### config.mk
export PLATFORM = sky130hd
export DESIGN_NAME = txc_epb_rx
export DESIGN_NICKNAME = d
export VERILOG_FILES = /design/src/rtl/mby_txc_pkg.sv /design/src/rtl/txc_epb_rx_fifo.sv /design/src/rtl/txc_epb_rx.sv
export SDC_FILE = /design/constraint.sdc
export NUM_CORES = 2
export LEC_CHECK = 0
export BUFFER_PORTS_ARGS = -buffer_cell sky130_fd_sc_hd__buf_2
export CORE_MARGIN = 8
export CORE_UTILIZATION = 60
export CTS_CLUSTER_SIZE = 8
export DETAILED_ROUTE_END_ITERATION = 8
export GPL_TIMING_DRIVEN = 0
export HOLD_SLACK_MARGIN = 0.12
export PLACE_DENSITY = 0.79
export SLEW_MARGIN = 20
export SYNTH_ARGS = -nofsm -noshare
export SYNTH_HDL_FRONTEND = slang
export SYNTH_SLANG_ARGS = --single-unit
### constraint.sdc
create_clock -name cclk -period 33.1 [get_ports cclk]
set_input_delay 6.62 -clock cclk [delete_from_list [all_inputs] [get_ports cclk]]
set_output_delay 6.62 -clock cclk [all_outputs]
set_load 0.01 [all_outputs]
### src/rtl/mby_txc_pkg.sv
// Shared types and constants for the TXC segment receive path from EPB.
package mby_txc_pkg;

  localparam int TXC_SEG_W    = 256;
  localparam int TXC_RX_DEPTH = 8;
  localparam int TXC_EB_W     = $clog2(TXC_SEG_W / 8);

  typedef enum logic {
    IDLE   = 1'b0,
    IN_PKT = 1'b1
  } txc_rx_state_e;

  typedef struct packed {
    logic                 sop;
    logic                 eop;
    logic [TXC_EB_W-1:0]  ebytes;
    logic [TXC_SEG_W-1:0] data;
  } txc_seg_t;

endpackage

### src/rtl/txc_epb_rx_fifo.sv
// Single-clock FIFO; read data is the head entry, valid whenever empty is low.
module txc_epb_rx_fifo #(
  parameter  int W     = 8,
  parameter  int DEPTH = 8,
  localparam int AW    = $clog2(DEPTH),
  localparam int CW    = $clog2(DEPTH + 1)
) (
  input  logic          clk,
  input  logic          rst_n,
  input  logic          push,
  input  logic [W-1:0]  wdata,
  input  logic          pop,
  output logic [W-1:0]  rdata,
  output logic          full,
  output logic          empty,
  output logic [CW-1:0] count
);

  logic [W-1:0]  mem_q [DEPTH];
  logic [AW-1:0] wr_ptr_q, wr_ptr_d;
  logic [AW-1:0] rd_ptr_q, rd_ptr_d;
  logic [CW-1:0] count_q, count_d;
  logic          do_push, do_pop;

  assign full  = (count_q == CW'(DEPTH));
  assign empty = (count_q == '0);
  assign count = count_q;
  assign rdata = mem_q[rd_ptr_q];

  // DEPTH is a power of two, so pointers wrap by natural overflow.
  always_comb begin
    do_push  = push && !full;
    do_pop   = pop && !empty;
    wr_ptr_d = wr_ptr_q + AW'(do_push);
    rd_ptr_d = rd_ptr_q + AW'(do_pop);
    count_d  = count_q + CW'(do_push) - CW'(do_pop);
  end

  always_ff @(posedge clk or negedge rst_n) begin
    if (!rst_n) begin
      wr_ptr_q <= '0;
      rd_ptr_q <= '0;
      count_q  <= '0;
    end else begin
      wr_ptr_q <= wr_ptr_d;
      rd_ptr_q <= rd_ptr_d;
      count_q  <= count_d;
    end
  end

  always_ff @(posedge clk) begin
    if (do_push) mem_q[wr_ptr_q] <= wdata;
  end

endmodule

### src/rtl/txc_epb_rx.sv
// EPB-to-MAC segment receiver: buffers segments, returns credits, tracks framing.
module txc_epb_rx
  import mby_txc_pkg::*;
#(
  parameter  int DATA_W = TXC_SEG_W,
  parameter  int DEPTH  = TXC_RX_DEPTH,
  localparam int EB_W   = $clog2(DATA_W / 8),
  localparam int CNT_W  = $clog2(DEPTH + 1)
) (
  input  logic              cclk,
  input  logic              rst_n,
  input  logic              epb_txc_vld,
  input  logic              epb_txc_sop,
  input  logic              epb_txc_eop,
  input  logic [DATA_W-1:0] epb_txc_data,
  input  logic [EB_W-1:0]   epb_txc_ebytes,
  output logic              txc_epb_crd,
  output logic              tx_vld,
  output logic              tx_sop,
  output logic              tx_eop,
  output logic [DATA_W-1:0] tx_data,
  output logic [EB_W-1:0]   tx_ebytes,
  input  logic              tx_rdy,
  output logic              err_ovf,
  output logic              err_sop,
  output logic              err_nosop,
  output logic [31:0]       pkt_cnt,
  output txc_rx_state_e     dbg_state,
  output logic [CNT_W-1:0]  dbg_occ
);

  localparam int SEG_W = DATA_W + EB_W + 2;

  // Handshake: EPB has no ready; it may only send while it holds a credit, and a
  // segment arriving on a full FIFO is dropped. Toward the MAC, a segment moves
  // when tx_vld && tx_rdy; tx_* stay stable while tx_vld is high and tx_rdy low.
  logic             fifo_full, fifo_empty;
  logic [SEG_W-1:0] fifo_rdata;
  logic             push, pop;

  txc_rx_state_e state_q, state_d;
  logic          crd_q, crd_d;
  logic          err_ovf_q, err_ovf_d;
  logic          err_sop_q, err_sop_d;
  logic          err_nosop_q, err_nosop_d;
  logic [31:0]   pkt_cnt_q, pkt_cnt_d;

  assign push = epb_txc_vld && !fifo_full;
  assign pop  = tx_vld && tx_rdy;

  txc_epb_rx_fifo #(
    .W     (SEG_W),
    .DEPTH (DEPTH)
  ) u_fifo (
    .clk   (cclk),
    .rst_n (rst_n),
    .push  (push),
    .wdata ({epb_txc_sop, epb_txc_eop, epb_txc_ebytes, epb_txc_data}),
    .pop   (pop),
    .rdata (fifo_rdata),
    .full  (fifo_full),
    .empty (fifo_empty),
    .count (dbg_occ)
  );

  assign tx_vld = !fifo_empty;
  assign {tx_sop, tx_eop, tx_ebytes, tx_data} = fifo_rdata;

  always_comb begin
    state_d     = state_q;
    crd_d       = pop;
    err_ovf_d   = err_ovf_q;
    err_sop_d   = err_sop_q;
    err_nosop_d = err_nosop_q;
    pkt_cnt_d   = pkt_cnt_q + 32'(pop && tx_eop);
    if (epb_txc_vld && fifo_full) err_ovf_d = 1'b1;
    // Framing errors are flagged but the segment is kept and framing resyncs on it.
    if (push) begin
      if (state_q == IN_PKT && epb_txc_sop)  err_sop_d   = 1'b1;
      if (state_q == IDLE   && !epb_txc_sop) err_nosop_d = 1'b1;
      state_d = epb_txc_eop ? IDLE : IN_PKT;
    end
  end

  always_ff @(posedge cclk or negedge rst_n) begin
    if (!rst_n) begin
      state_q     <= IDLE;
      crd_q       <= 1'b0;
      err_ovf_q   <= 1'b0;
      err_sop_q   <= 1'b0;
      err_nosop_q <= 1'b0;
      pkt_cnt_q   <= '0;
    end else begin
      state_q     <= state_d;
      crd_q       <= crd_d;
      err_ovf_q   <= err_ovf_d;
      err_sop_q   <= err_sop_d;
      err_nosop_q <= err_nosop_d;
      pkt_cnt_q   <= pkt_cnt_d;
    end
  end

  assign txc_epb_crd = crd_q;
  assign err_ovf     = err_ovf_q;
  assign err_sop     = err_sop_q;
  assign err_nosop   = err_nosop_q;
  assign pkt_cnt     = pkt_cnt_q;
  assign dbg_state   = state_q;

endmodule

# Word level (Yosys, flattened, before mapping)
# Memory sizes are Yosys's and may differ from the RTL's.
# Index checks and enable logic that the tools add are counted.
[op_classes] addsub=5 eq_ne=1 mux=3 bitwise_logic=1 n_reduce_logical=14
[op_table] cell="$add A32 B1 Y32" count=1
[op_table] cell="$logic_and A1 B1 Y1" count=8
[op_table] cell="$add A3 B1 Y3" count=2
[op_table] cell="$add A4 B1 Y4" count=1
[op_table] cell="$eq A4 B4 Y1 const B" count=1
[op_table] cell="$logic_not A4 Y1" count=1
[op_table] cell="$reduce_and A2 Y1" count=2
[op_table] cell="$sub A4 B1 Y4" count=1
[op_table] cell="$logic_not A1 Y1" count=3
[op_table] cell="$mux W1" count=3
[op_table] cell="$not A1 Y1" count=1
[word_totals] register_bits=47 ramBits=2104 input_bits=267 memories=1
[mem_list] name="u_fifo.mem_q" depth=8 width=263 rd=1 rd_ports_with_merged_regs=0 write_ports=1 line_no="txc_epb_rx_fifo.sv:19" rtl="logic [W-1:0] mem_q [DEPTH];"

# Depth between registers and ports, before layout
[depth] word_depth=6 mapped_depth=12

# By module
# Synthesis repeated with hierarchy kept, for this count alone.
[unflattened] cells_unflattened=3237 hier_area_um2=80960.1
[by_module_without_submodules] mod="txc_epb_rx_fifo" instances=1 cells_per_inst=3091 area_each_um2=79289.8 seq_area_each_um2=63430.8
[by_module_without_submodules] mod="txc_epb_rx" instances=1 cells_per_inst=146 area_each_um2=1670.4 seq_area_each_um2=925.9

# Worst setup path before layout
# OpenSTA, ideal clock, no wires.
[synth_timing] kind="input to register" start="in epb_txc_vld" end="mem u_fifo.mem_q[0][0] (netlist name) (enable)" setup_ps=1529 arrival_ps=31431 setup_slack_ps=140 stages=2 n_path_buf=0 cell_sequence="nand2b_1 > nor4_1"
[synth_between] elab_chain_cells=4
[synth_rtl] element="from (decl)" line_no="txc_epb_rx.sv:12" rtl="input logic epb_txc_vld,"
[synth_rtl] element="$logic_and A1 B1 Y1" line_no="txc_epb_rx.sv:48" rtl="assign push = epb_txc_vld && !fifo_full;"
[synth_rtl] element="$logic_and A1 B1 Y1" line_no="txc_epb_rx_fifo.sv:32" rtl="do_push = push && !full;"
[synth_rtl] element="$mux W1" line_no="txc_epb_rx_fifo.sv:52" rtl="if (do_push) mem_q[wr_ptr_q] <= wdata;"
[synth_rtl] element="$mux W1 (implied by the code)" line_no="txc_epb_rx_fifo.sv:52"
[synth_rtl] element="to (decl)" line_no="txc_epb_rx_fifo.sv:19"
# Every way passes these cells.

# Worst setup path in the final report
[layout_timing] start="reg u_fifo.rd_ptr_q[1]" end="out tx_data[120]"
[layout_between] elab_chain_cells=1
[layout_rtl] element="from (decl)" line_no="txc_epb_rx_fifo.sv:21" rtl="logic [AW-1:0] rd_ptr_q, rd_ptr_d;"
[layout_rtl] element="from (signal assigned)" line_no="txc_epb_rx_fifo.sv:46" rtl="rd_ptr_q <= rd_ptr_d;"
[layout_rtl] element="$mem_v2 Z8 W263"
[layout_rtl] element="to (decl)" line_no="txc_epb_rx.sv:21" rtl="output logic [DATA_W-1:0] tx_data,"
# Every way passes these cells.

==> impl_metrics.csv <==
group,metric,value,unit
worst_setup_path,rrSetupSlack,28.63,ns
pwr,p_seq_share,38.3,%
global_routing,antenna_found_initial,88,
die,start_util,60.10,%
logic_synthesis,ys_warn_count,0,
logic_synthesis,synth-main-ff-cell,"edfxtp_1",
sta,fin_crit,10.55,ns
pwr,leakagePower,33.19,nW
worst_setup_path,cp_cell_sequence,"buf_2, buf_4, clkbuf_1, buf_2, mux4_2, mux2_2, buf_2",
route,drt-initial-drc-count,4229,
pwr,clockPowerShare,30.3,%
route,wl_per_cell,32.29,um
worst_setup_path,arrival,3.93,ns
final_layout,postLayoutCellArea,97590,um^2
final_layout,drive_gt1_share,46.36,%
worst_setup_path,r2r_cells,16,
die,fp-row-count,135,
logic_synthesis,synth_compound_area_share,0.05097,%
route,drtAntennaViolNets,0,
sta,rsz0062_at_grt,"no",
min_path,hp-class,"reg2reg",
sta,fin_crit_sh,31.86,%
cts,insertion_delay,0.90,ns
cts,htree_levels,5,
worst_setup_path,worst_path_dominant_cell_family,"buffers and inverters",
logic_synthesis,synth_mux_area_share,18.28,%
worst_setup_path,worstReg2RegEnd,"u_fifo.mem_q[1][28]",
sta,slew_headroom,23.65,%
worst_setup_path,crit_buf_inv,5,
global_routing,grt_pass1_vias,42698,
logic_synthesis,async_flop_share,2.185,%
place,place_congestion,0.7524,
place,port_buffers,571,
sta,setup_tns,0,ns
global_routing,grt_overflow,0,
route,drt_drc_violations_left,0,
route,vias,40304,
cts,root_buffer,"clkbuf_16",
cts,cts_setup_buffers,0,
global_routing,grt_util_all_layers,27.33,%
worst_setup_path,required,26.48,ns
pwr,ir_drop,0.09032,mV
pwr,finalPower,9.199,mW
die,dieArea,147000,um^2
worst_setup_path,crit_start,"u_fifo.rd_ptr_q[1]",
die,ios,572,
route,firstDrtPassIters,5,
die,core-area,134800,um^2
global_routing,grt_pass1_wl,291.2,mm
sta,finalSetupViolCount,0,
flow_run,maxCapViolCount,0,
logic_synthesis,synth_top_family_by_area,"multiplexers",
worst_setup_path,max_stage_delay,0.89,ns
worst_setup_path,rr_startpoint,"u_fifo.count[2]",
pwr,p_int,6.444,mW
die,die_y,383.5,um
cts,clockBufferDepth,4,
cts,cts_tree,"built",
logic_synthesis,ys_ff_latch,2151,
logic_synthesis,synth_edf_count,2104,
sta,hold_viol_final,0,
worst_setup_path,path_class,"reg2out",
route,wl,203.8,mm
pwr,p_per_area,94.25,nW/um^2
route,vias_per_cell,6.385,
die,die_x,383.5,um
worst_setup_path,cp.depth,7,
pwr,power_switching,2.755,mW
worst_setup_path,crit_slowest_cell,"clkbuf_1",
cts,cts_num_sinks,2151,
cts,cts_buffers,318,
logic_synthesis,syn_inst,3234,
cts,clk_pin_slew,0.05,ns
worst_setup_path,endpoint,"tx_data[120]",
final_layout,nets,4680,
logic_synthesis,synth_area,81010,um^2
logic_synthesis,synth_nets,3514,
final_layout,num-fill-cells,7204,
sta,fin_worst_skew,0.07159,ns
logic_synthesis,postSynthAreaPerCell,25.05,um^2
logic_synthesis,synthXorXnorAreaFrac,0.3676,%
min_path,hold_depth,1,
logic_synthesis,synthSimpleGateAreaFrac,0.5406,%
pwr,p_comb_share,31.4,%
sta,drv_slew,0,
final_layout,fin_cells,6312,
place,placed_area,89090,um^2
sta,tightest_slew,1.145,ns
pwr,switching_share,29.95,%
outcome,status,"completed",
logic_synthesis,seq_area_frac_synth,79.44,%
place,hpwl,126.8,mm
worst_setup_path,cpMostUsedCell,"buf_2",
cts,cts_hold_buf,0,
global_routing,grt_max_degree,48,
cts,cts_resized,0,
logic_synthesis,synth-adder-area-share,0.2100,%
sta,fmax,94.82,MHz
sta,fin_hold_ws,0.4589,ns
place,place_inst,5861,
final_layout,syn_to_final_growth,20.47,%
worst_setup_path,critPathMaxFanout,10,
worst_setup_path,critPathCaptureType,"output port",
logic_synthesis,synthDistinctLibCells,30,
worst_setup_path,startpoint_type,"flop",
## power by group through the flow
stage | logic [mW] | clock network [mW] | registers [mW]
after floorplan | 1.69 | 0 | 3.77
after global placement | 2.67 | 0 | 4.04
after detailed placement | 2.87 | 0 | 3.55
after CTS | 2.93 | 2.81 | 3.52
after global routing | 3.04 | 2.93 | 3.54
final | 2.89 | 2.79 | 3.52
## state kept, by name (all words and copies together), names as in the netlist
signal           flops
err_sop              1
err_ovf              1
u_fifo.count         4
pkt_cnt             32
txc_epb_crd          1
u_fifo.mem_q      2104
err_nosop            1
u_fifo.rd_ptr_q      3
dbg_state            1
u_fifo.wr_ptr_q      3
## routing by layer
| metal | global-route usage, % | part of all wire, % |
|---|---|---|
| met1 | 34.24 | 35 |
| met2 | 44.67 | 50 |
| met3 | 8.704 | 10 |
| met4 | 11.41 | 3.9 |
| met5 | 0 | 0.15 |
## cell usage after synthesis (9+ instances only)
cell / n / share of area, %
nor3_1: 10 / 0.062
mux2_2: 263 / 3.7
xnor2_1: 9 / 0.097
ha_1: 12 / 0.19
buf_2: 65 / 0.40
nand2_1: 18 / 0.083
buf_1: 9 / 0.042
nor4_1: 9 / 0.069
nand3_1: 9 / 0.056
xor2_1: 25 / 0.27
edfxtp_1: 2104 / 78
clkbuf_1: 44 / 0.20
mux4_2: 526 / 15
nor2_1: 12 / 0.056
dfrtp_1: 47 / 1.5
inv_1: 9 / 0.042
buf_6: 29 / 0.40
## cell families after synthesis
| logic type | count (synthesis) |
|---|---|
| XOR/XNOR | 34 |
| buffers and inverters | 158 |
| adder cells (fa/ha/maj) | 13 |
| flip-flops | 2151 |
| multiplexers | 789 |
| AO/OA/AOI/OAI | 6 |
| AND/OR/NAND/NOR | 83 |
## placed cells by master (no fill, tap or decap), drive strengths merged, types with 14 or more instances in the layout
cell type  Yosys  final
nand2         18     18
dfrtp         47     47
inv            9     14
mux2         263    263
edfxtp      2104   2104
buf          105    951
mux4         526    526
diode          0     66
clkbuf        44    424
xor2          25     25
## layout make-up
type / instances / area, um^2 / share of cell area (%)
Multi-Input combinational cell: 925 / 15800 / 16.19
Timing Repair Buffer: 846 / 5799 / 5.942
Clock inverter: 5 / 43.79 / 0.04487
Tap cell: 1781 / 2228 / 2.283
Inverter: 9 / 33.78 / 0.03461
Sequential cell: 2151 / 64360 / 65.94
Antenna cell: 66 / 165.2 / 0.1692
Clock buffer: 380 / 8297 / 8.501
Buffer: 149 / 867.1 / 0.8885
## per-stage QoR
| stage | setup slack [ns] | utilization [%] |
|---|---|---|
| 5_1_grt | 22.40 | 72.34 |
| 4_1_cts | 22.43 | 72.28 |
| 2_1_floorplan | 0.1401 | - |
| 3_5_place_dp | 22.78 | 66.09 |
| 6_report | 22.55 | 72.40 |
| 3_3_place_gp | -25.36 | 63.87 |
## worst min-delay path by stage
stage	start	end	slack, ns
finish	err_ovf	err_ovf	0.46
CTS	err_ovf	err_ovf	0.46
floorplan	u_fifo.rd_ptr_q[1]	u_fifo.rd_ptr_q[1]	0.47
global placement	err_ovf	err_ovf	0.43
detailed placement	err_ovf	err_ovf	0.45
global route	err_nosop	err_nosop	0.47
Note: power is estimated with default switching activity, not from simulation.
